<file path="config.mk">
export PLATFORM = sky130hd
export DESIGN_NAME = mem_bus_arbiter_flat
export DESIGN_NICKNAME = d
export VERILOG_FILES = /design/src/rtl/mem_bus_arbiter_if.sv /design/src/rtl/mem_bus_arbiter.sv /design/src/flat_wrapper.sv
export SDC_FILE = /design/constraint.sdc
export NUM_CORES = 1
export LEC_CHECK = 0
export ABC_AREA = 1
export BUFFER_PORTS_ARGS = -buffer_cell sky130_fd_sc_hd__buf_2
export CORE_ASPECT_RATIO = 0.75
export CORE_MARGIN = 10
export CORE_UTILIZATION = 46
export CTS_CLUSTER_DIAMETER = 30
export DETAILED_ROUTE_END_ITERATION = 8
export PLACE_DENSITY = 0.83
export SYNTH_ARGS = -nofsm -noshare
export SYNTH_HDL_FRONTEND = slang
export SYNTH_SLANG_ARGS = --single-unit
export TNS_END_PERCENT = 10
</file>
<file path="constraint.sdc">
create_clock -name clk -period 1.91 [get_ports clk]
set_input_delay 0 -clock clk [delete_from_list [all_inputs] [get_ports clk]]
set_output_delay 0 -clock clk [all_outputs]
set_load 0.005 [all_outputs]
</file>
<file path="src/rtl/mem_bus_arbiter_if.sv">
// Signal bundle between the two bus masters, the arbiter and the shared memory port.
// The arbiter uses the slave modport; the surrounding system uses the master modport.
interface mem_bus_arbiter_if;
  logic [31:0] m0_addr, m0_wdata, m0_rdata;
  logic [3:0]  m0_wmask;
  logic        m0_rstrb, m0_rbusy, m0_wbusy;
  logic [31:0] m1_addr, m1_wdata, m1_rdata;
  logic [3:0]  m1_wmask;
  logic        m1_rstrb, m1_rbusy, m1_wbusy;
  logic [31:0] s_addr, s_wdata, s_rdata;
  logic [3:0]  s_wmask;
  logic        s_rstrb, s_rbusy, s_wbusy;
  logic        grant;

  modport slave (
    input  m0_addr, m0_wdata, m0_wmask, m0_rstrb,
    input  m1_addr, m1_wdata, m1_wmask, m1_rstrb,
    input  s_rdata, s_rbusy, s_wbusy,
    output m0_rdata, m0_rbusy, m0_wbusy,
    output m1_rdata, m1_rbusy, m1_wbusy,
    output s_addr, s_wdata, s_wmask, s_rstrb, grant
  );

  modport master (
    output m0_addr, m0_wdata, m0_wmask, m0_rstrb,
    output m1_addr, m1_wdata, m1_wmask, m1_rstrb,
    output s_rdata, s_rbusy, s_wbusy,
    input  m0_rdata, m0_rbusy, m0_wbusy,
    input  m1_rdata, m1_rbusy, m1_wbusy,
    input  s_addr, s_wdata, s_wmask, s_rstrb, grant
  );
endinterface

</file>
<file path="src/rtl/mem_bus_arbiter.sv">
// Two-master round-robin arbiter in front of one shared memory port.
// Each master owns a one-deep request latch; the FSM serves one transfer at a time.
module mem_bus_arbiter #(
  parameter int ADDR_WIDTH = 24
) (
  input  logic             clk,
  input  logic             reset,
  mem_bus_arbiter_if.slave bus
);
  typedef enum logic [1:0] {IDLE, ISSUE, WAIT} state_e;
  localparam logic [31:0] ADDR_MASK = 32'hFFFF_FFFF >> (32 - ADDR_WIDTH);

  state_e      state_q, state_d;
  logic [1:0]  pend_q, pend_d;
  logic [1:0]  kind_q, kind_d;
  logic        grant_q, grant_d;
  logic [31:0] addr_q [2];
  logic [31:0] addr_d [2];
  logic [31:0] wdata_q [2];
  logic [31:0] wdata_d [2];
  logic [3:0]  wmask_q [2];
  logic [3:0]  wmask_d [2];
  logic [31:0] rdata_q [2];
  logic [31:0] rdata_d [2];
  logic [31:0] s_addr_q, s_addr_d, s_wdata_q, s_wdata_d;
  logic [3:0]  s_wmask_q, s_wmask_d;
  logic        s_rstrb_q, s_rstrb_d;

  logic [31:0] m_addr [2];
  logic [31:0] m_wdata [2];
  logic [3:0]  m_wmask [2];
  logic [1:0]  m_rstrb;
  logic        winner, done;

  assign m_addr[0]  = bus.m0_addr;
  assign m_addr[1]  = bus.m1_addr;
  assign m_wdata[0] = bus.m0_wdata;
  assign m_wdata[1] = bus.m1_wdata;
  assign m_wmask[0] = bus.m0_wmask;
  assign m_wmask[1] = bus.m1_wmask;
  assign m_rstrb    = {bus.m1_rstrb, bus.m0_rstrb};

  always_comb begin
    state_d   = state_q;
    pend_d    = pend_q;
    kind_d    = kind_q;
    grant_d   = grant_q;
    addr_d    = addr_q;
    wdata_d   = wdata_q;
    wmask_d   = wmask_q;
    rdata_d   = rdata_q;
    s_addr_d  = s_addr_q;
    s_wdata_d = s_wdata_q;
    s_wmask_d = 4'b0;
    s_rstrb_d = 1'b0;

    // A busy master's strobe is dropped, so a completion clear below always wins.
    for (int i = 0; i < 2; i++) begin
      if (!pend_q[i] && (m_rstrb[i] || (|m_wmask[i]))) begin
        pend_d[i]  = 1'b1;
        kind_d[i]  = |m_wmask[i];
        addr_d[i]  = m_addr[i] & ADDR_MASK;
        wdata_d[i] = m_wdata[i];
        wmask_d[i] = m_wmask[i];
      end
    end

    winner = (pend_q == 2'b11) ? ~grant_q : pend_q[1];
    done   = kind_q[grant_q] ? !bus.s_wbusy : !bus.s_rbusy;

    case (state_q)
      IDLE: begin
        if (|pend_q) begin
          state_d   = ISSUE;
          grant_d   = winner;
          s_addr_d  = addr_q[winner];
          s_wdata_d = wdata_q[winner];
          if (kind_q[winner]) s_wmask_d = wmask_q[winner];
          else                s_rstrb_d = 1'b1;
        end
      end
      ISSUE: state_d = WAIT;
      WAIT: begin
        if (done) begin
          state_d         = IDLE;
          pend_d[grant_q] = 1'b0;
          if (!kind_q[grant_q]) rdata_d[grant_q] = bus.s_rdata;
        end
      end
      default: state_d = IDLE;
    endcase
  end

  always_ff @(posedge clk) begin
    if (!reset) begin
      state_q   <= IDLE;
      pend_q    <= 2'b00;
      kind_q    <= 2'b00;
      grant_q   <= 1'b1;
      rdata_q   <= '{default: 32'h0};
      s_addr_q  <= 32'h0;
      s_wdata_q <= 32'h0;
      s_wmask_q <= 4'b0;
      s_rstrb_q <= 1'b0;
    end else begin
      state_q   <= state_d;
      pend_q    <= pend_d;
      kind_q    <= kind_d;
      grant_q   <= grant_d;
      rdata_q   <= rdata_d;
      s_addr_q  <= s_addr_d;
      s_wdata_q <= s_wdata_d;
      s_wmask_q <= s_wmask_d;
      s_rstrb_q <= s_rstrb_d;
    end
  end

  // Latched request fields are only read while their pending flag is set.
  always_ff @(posedge clk) begin
    addr_q  <= addr_d;
    wdata_q <= wdata_d;
    wmask_q <= wmask_d;
  end

  assign bus.m0_rbusy = pend_q[0] & ~kind_q[0];
  assign bus.m0_wbusy = pend_q[0] &  kind_q[0];
  assign bus.m1_rbusy = pend_q[1] & ~kind_q[1];
  assign bus.m1_wbusy = pend_q[1] &  kind_q[1];
  assign bus.m0_rdata = rdata_q[0];
  assign bus.m1_rdata = rdata_q[1];
  assign bus.s_addr   = s_addr_q;
  assign bus.s_wdata  = s_wdata_q;
  assign bus.s_wmask  = s_wmask_q;
  assign bus.s_rstrb  = s_rstrb_q;
  assign bus.grant    = grant_q;
endmodule

</file>
<file path="src/flat_wrapper.sv">
// flat-port wrapper written by rule: the top's interface ports become plain ports
module mem_bus_arbiter_flat 
#(
  parameter int ADDR_WIDTH = 24
)
  (clk, reset, bus_m0_addr, bus_m0_wdata, bus_m0_wmask, bus_m0_rstrb, bus_m1_addr, bus_m1_wdata, bus_m1_wmask, bus_m1_rstrb, bus_s_rdata, bus_s_rbusy, bus_s_wbusy, bus_m0_rdata, bus_m0_rbusy, bus_m0_wbusy, bus_m1_rdata, bus_m1_rbusy, bus_m1_wbusy, bus_s_addr, bus_s_wdata, bus_s_wmask, bus_s_rstrb, bus_grant);
  mem_bus_arbiter_if bus_i ();
  input  logic clk;
  input  logic reset;
  input wire logic [$bits(bus_i.m0_addr)-1:0] bus_m0_addr;
  input wire logic [$bits(bus_i.m0_wdata)-1:0] bus_m0_wdata;
  input wire logic [$bits(bus_i.m0_wmask)-1:0] bus_m0_wmask;
  input wire logic [$bits(bus_i.m0_rstrb)-1:0] bus_m0_rstrb;
  input wire logic [$bits(bus_i.m1_addr)-1:0] bus_m1_addr;
  input wire logic [$bits(bus_i.m1_wdata)-1:0] bus_m1_wdata;
  input wire logic [$bits(bus_i.m1_wmask)-1:0] bus_m1_wmask;
  input wire logic [$bits(bus_i.m1_rstrb)-1:0] bus_m1_rstrb;
  input wire logic [$bits(bus_i.s_rdata)-1:0] bus_s_rdata;
  input wire logic [$bits(bus_i.s_rbusy)-1:0] bus_s_rbusy;
  input wire logic [$bits(bus_i.s_wbusy)-1:0] bus_s_wbusy;
  output wire logic [$bits(bus_i.m0_rdata)-1:0] bus_m0_rdata;
  output wire logic [$bits(bus_i.m0_rbusy)-1:0] bus_m0_rbusy;
  output wire logic [$bits(bus_i.m0_wbusy)-1:0] bus_m0_wbusy;
  output wire logic [$bits(bus_i.m1_rdata)-1:0] bus_m1_rdata;
  output wire logic [$bits(bus_i.m1_rbusy)-1:0] bus_m1_rbusy;
  output wire logic [$bits(bus_i.m1_wbusy)-1:0] bus_m1_wbusy;
  output wire logic [$bits(bus_i.s_addr)-1:0] bus_s_addr;
  output wire logic [$bits(bus_i.s_wdata)-1:0] bus_s_wdata;
  output wire logic [$bits(bus_i.s_wmask)-1:0] bus_s_wmask;
  output wire logic [$bits(bus_i.s_rstrb)-1:0] bus_s_rstrb;
  output wire logic [$bits(bus_i.grant)-1:0] bus_grant;
  assign bus_i.m0_addr = bus_m0_addr;
  assign bus_i.m0_wdata = bus_m0_wdata;
  assign bus_i.m0_wmask = bus_m0_wmask;
  assign bus_i.m0_rstrb = bus_m0_rstrb;
  assign bus_i.m1_addr = bus_m1_addr;
  assign bus_i.m1_wdata = bus_m1_wdata;
  assign bus_i.m1_wmask = bus_m1_wmask;
  assign bus_i.m1_rstrb = bus_m1_rstrb;
  assign bus_i.s_rdata = bus_s_rdata;
  assign bus_i.s_rbusy = bus_s_rbusy;
  assign bus_i.s_wbusy = bus_s_wbusy;
  assign bus_m0_rdata = bus_i.m0_rdata;
  assign bus_m0_rbusy = bus_i.m0_rbusy;
  assign bus_m0_wbusy = bus_i.m0_wbusy;
  assign bus_m1_rdata = bus_i.m1_rdata;
  assign bus_m1_rbusy = bus_i.m1_rbusy;
  assign bus_m1_wbusy = bus_i.m1_wbusy;
  assign bus_s_addr = bus_i.s_addr;
  assign bus_s_wdata = bus_i.s_wdata;
  assign bus_s_wmask = bus_i.s_wmask;
  assign bus_s_rstrb = bus_i.s_rstrb;
  assign bus_grant = bus_i.grant;
  mem_bus_arbiter #(.ADDR_WIDTH(ADDR_WIDTH)) u_core (.clk(clk), .reset(reset), .bus(bus_i));
endmodule
</file>
==> results_dict.tcl <==
set metrics [dict create \
    worst_ep_arrival_time_ns 2.07 \
    internal_power_mw 11.41 \
    min-delay-start "bus_m0_addr[13]" \
    tightest_slew_ns 0.5268 \
    ff2ff_path_depth 7 \
    area_growth_pct 47.94 \
    switching_share 0.2536 \
    p_leak_nw 6.799 \
    cts_made_buffers 39 \
    period_share 0.8660 \
    die_w_um 186.1 \
    switching_power_mw 3.877 \
    fillers 1423 \
    outcome "finished clean" \
    gp_congestion 0.8159 \
    syn_area_per_cell_sq_um 9.277 \
    synth_area_leader_cell "edfxtp_1" \
    finalNetCount 1650 \
    drtIter0Drc 750 \
    synthesis.area_sq_um 9518 \
    cellPowerDensity_nw_per_um2 1086 \
    synth_top_flop_cell "dfxtp_1" \
    max_slew_margin 0.6488 \
    grt_max_degree 75 \
    postRouteAntennaNets 0 \
    slew_violations 0 \
    max_stage_delay_ns 0.45 \
    grt_pass1_wl_mm 49.44 \
    fin_skew_ns 0.01744 \
    finalWirelength_mm 32.28 \
    holdPathStages 2 \
    drc 0 \
    power_frac_seq 0.412 \
    cts.path.max_buffers 3 \
    clkSinkCount 252 \
    gr-total-overflow 0 \
    worstSkewPairLatency_ns 0.50 \
    ff2ff_setup_slack_ns 0.26 \
    design.core.area_sq_um 20270 \
    synth_seq_cells 252 \
    cts_root_buf "clkbuf_16" \
    post_cts_buffers 0 \
    initial_core_util 0.4696 \
    wl_per_cell_um 18.24 \
    hp-class "in2reg" \
    final_cell_mix "nand2_1 (329), buf_2 (286), dlygate4sd3_1 (158)" \
    synth_seq_area_share 0.6562 \
    htreeDepth 2 \
    grt_pass1_vias 9002 \
    crit_path_max_fanout 39 \
    final_hold_viol_count 0 \
    hold_slack_ns 0.1971 \
    synth_area_leaders "edfxtp_1 (38%), dfxtp_1 (28%), nand2_1 (13%), nor2_1 (5.7%), inv_1 (4.2%)" \
    dr.pass1.iters 6 \
    die_h_um 144.6 \
    pwr-share-comb 0.122 \
    crit_chain "nand2_1, nand2_2, buf_4, nand2_1, o21ai_0, nand2_1, nor2_1" \
    row_count 45 \
    cp-startpoint "u_core.bus.grant" \
    final_common_cell "nand2_1" \
    synth_edf_count 120 \
    synth_top_cell_area_share 0.3786 \
    num_vias 8802 \
    io_pins 312 \
    holdPathEnd "u_core.addr_q[45]" \
    layout_min_cycle_time_ns 1.654 \
    cts.clk_slew.worst_paths_ns 0.06 \
    rsz0062_at_grt "no" \
    antenna_found_initial 6 \
    r2r-end "u_core.bus.s_wmask[0]" \
    synth_cell_types 21 \
    viasPerCell 4.973 \
    reg2reg_from "u_core.bus.grant" \
    ys_async_sr_fraction 0 \
    dp.final_hpwl_mm 17.59 \
    setup_violations 0 \
    critPathSlowestCell "dfxtp_1" \
    fmax_ghz 0.6046 \
    p_clk_frac 0.466 \
    start_kind "register" \
    critPathRequiredTime_ns 2.33 \
    grt_util_all_layers 0.2352 \
    drv_cap 0 \
    path_class "reg2reg" \
    drive_gt1_frac 0.2517 \
    cts_tree "done" \
    synth_warnings 0 \
    ir_drop_mv 0.8410 \
    syn-instance-count 1026 \
    die_area_sq_um 26900 \
    crit_top_cell "nand2_1" \
    endpoint_kind "register" \
    tns_ns 0 \
    numPortBuffers 287 \
]
Yosys cell counts (all sizes together) (6+ instances only):
| master | n |
|---|---|
| edfxtp | 120 |
| dfxtp | 132 |
| nand2 | 331 |
| o21ai | 60 |
| nor2 | 148 |
| a21oi | 60 |
| clkbuf | 10 |
| buf | 47 |
| nand3 | 6 |
| inv | 109 |
sequential cells by signal (all words and copies together) (netlist names), 2 cells and up:
signal,flops
u_core.kind_q,2
u_core.wdata_q,64
u_core.bus.m1_rdata,32
u_core.bus.s_addr,24
u_core.state_q,2
u_core.bus.m0_rdata,32
u_core.bus.s_wdata,32
u_core.addr_q,48
u_core.wmask_q,8
u_core.pend_q,2
u_core.bus.s_wmask,4
layout make-up:
class / instances / area, sq um / share of cell area
inverters: 109 / 412.9 / 0.02932
clock buffers: 49 / 1086 / 0.07713
flip-flops and latches: 252 / 6246 / 0.4436
well taps: 258 / 322.8 / 0.02293
multi-input cells: 615 / 2531 / 0.1798
repair buffers: 459 / 3217 / 0.2285
clock inverters: 22 / 250.2 / 0.01777
diodes: 6 / 15.01 / 0.001066
worst max-delay path, delay by kind of cell (launching register included):
family                 cells  cell delay, ns
AO/OA/AOI/OAI              1            0.12
buffers and inverters      1            0.43
flip-flops                 1            0.45
AND/OR/NAND/NOR            5            0.57
power by group through the flow:
stage | Sequential [mW] | Combinational (mW) | Clock (mW)
floorplan | 6.37 | 0.825 | 0
global placement | 6.36 | 1.47 | 0
detailed placement | 6.38 | 1.52 | 0
CTS | 6.28 | 1.79 | 7.16
global route | 6.33 | 2.05 | 7.47
finish | 6.30 | 1.86 | 7.13
layer usage:
| layer | up-vias | global-route usage | part of all wire |
|---|---|---|---|
| met1 | 4030 | 0.2585 | 0.36 |
| met2 | 538 | 0.4099 | 0.50 |
| met3 | 127 | 0.05866 | 0.089 |
| met5 | - | 0 | 0 |
| li1 | 4107 | - | - |
| met4 | 0 | 0.1316 | 0.051 |
per-stage QoR:
| stage | total power [mW] | area [sq um] | util | instances | worst slack, ns |
|---|---|---|---|---|---|
| detailed placement | 7.890 | 11140 | 0.5498 | 1535 | 0.2798 |
| global route | 15.86 | 14080 | 0.6947 | 1770 | 0.1149 |
| global placement | 7.824 | 11140 | 0.5498 | 1535 | 0.3504 |
| finish | 15.29 | 14080 | 0.6947 | 1770 | 0.2560 |
| CTS | 15.23 | 14060 | 0.6938 | 1764 | 0.2497 |
| floorplan | 7.200 | 9548 | - | 1033 | -0.1437 |
how the worst max path moves through the flow:
stage | depth (start not counted) | end | slack (ns)
after floorplan | 3 | u_core.addr_q[0] | -0.14
after global placement | 8 | u_core.bus.s_wdata[26] | 0.35
after detailed placement | 8 | u_core.bus.s_addr[18] | 0.28
after CTS | 8 | u_core.bus.s_wdata[12] | 0.25
after global routing | 7 | u_core.bus.s_wmask[0] | 0.11
final | 7 | u_core.bus.s_wmask[0] | 0.26
kinds of logic after synthesis:
kind of cell           share of synthesized area
other                                  0.0003940
AND/OR/NAND/NOR                           0.1989
flip-flops                                0.6562
buffers and inverters                    0.08137
AO/OA/AOI/OAI                            0.06310
timing repair:
item                       CTS  global route
hold endpoints to repair   207             0
gates resized for setup      0             1
setup endpoints to repair    0             1
hold buffers               158             0
Power figures use the tool's default switching activity.
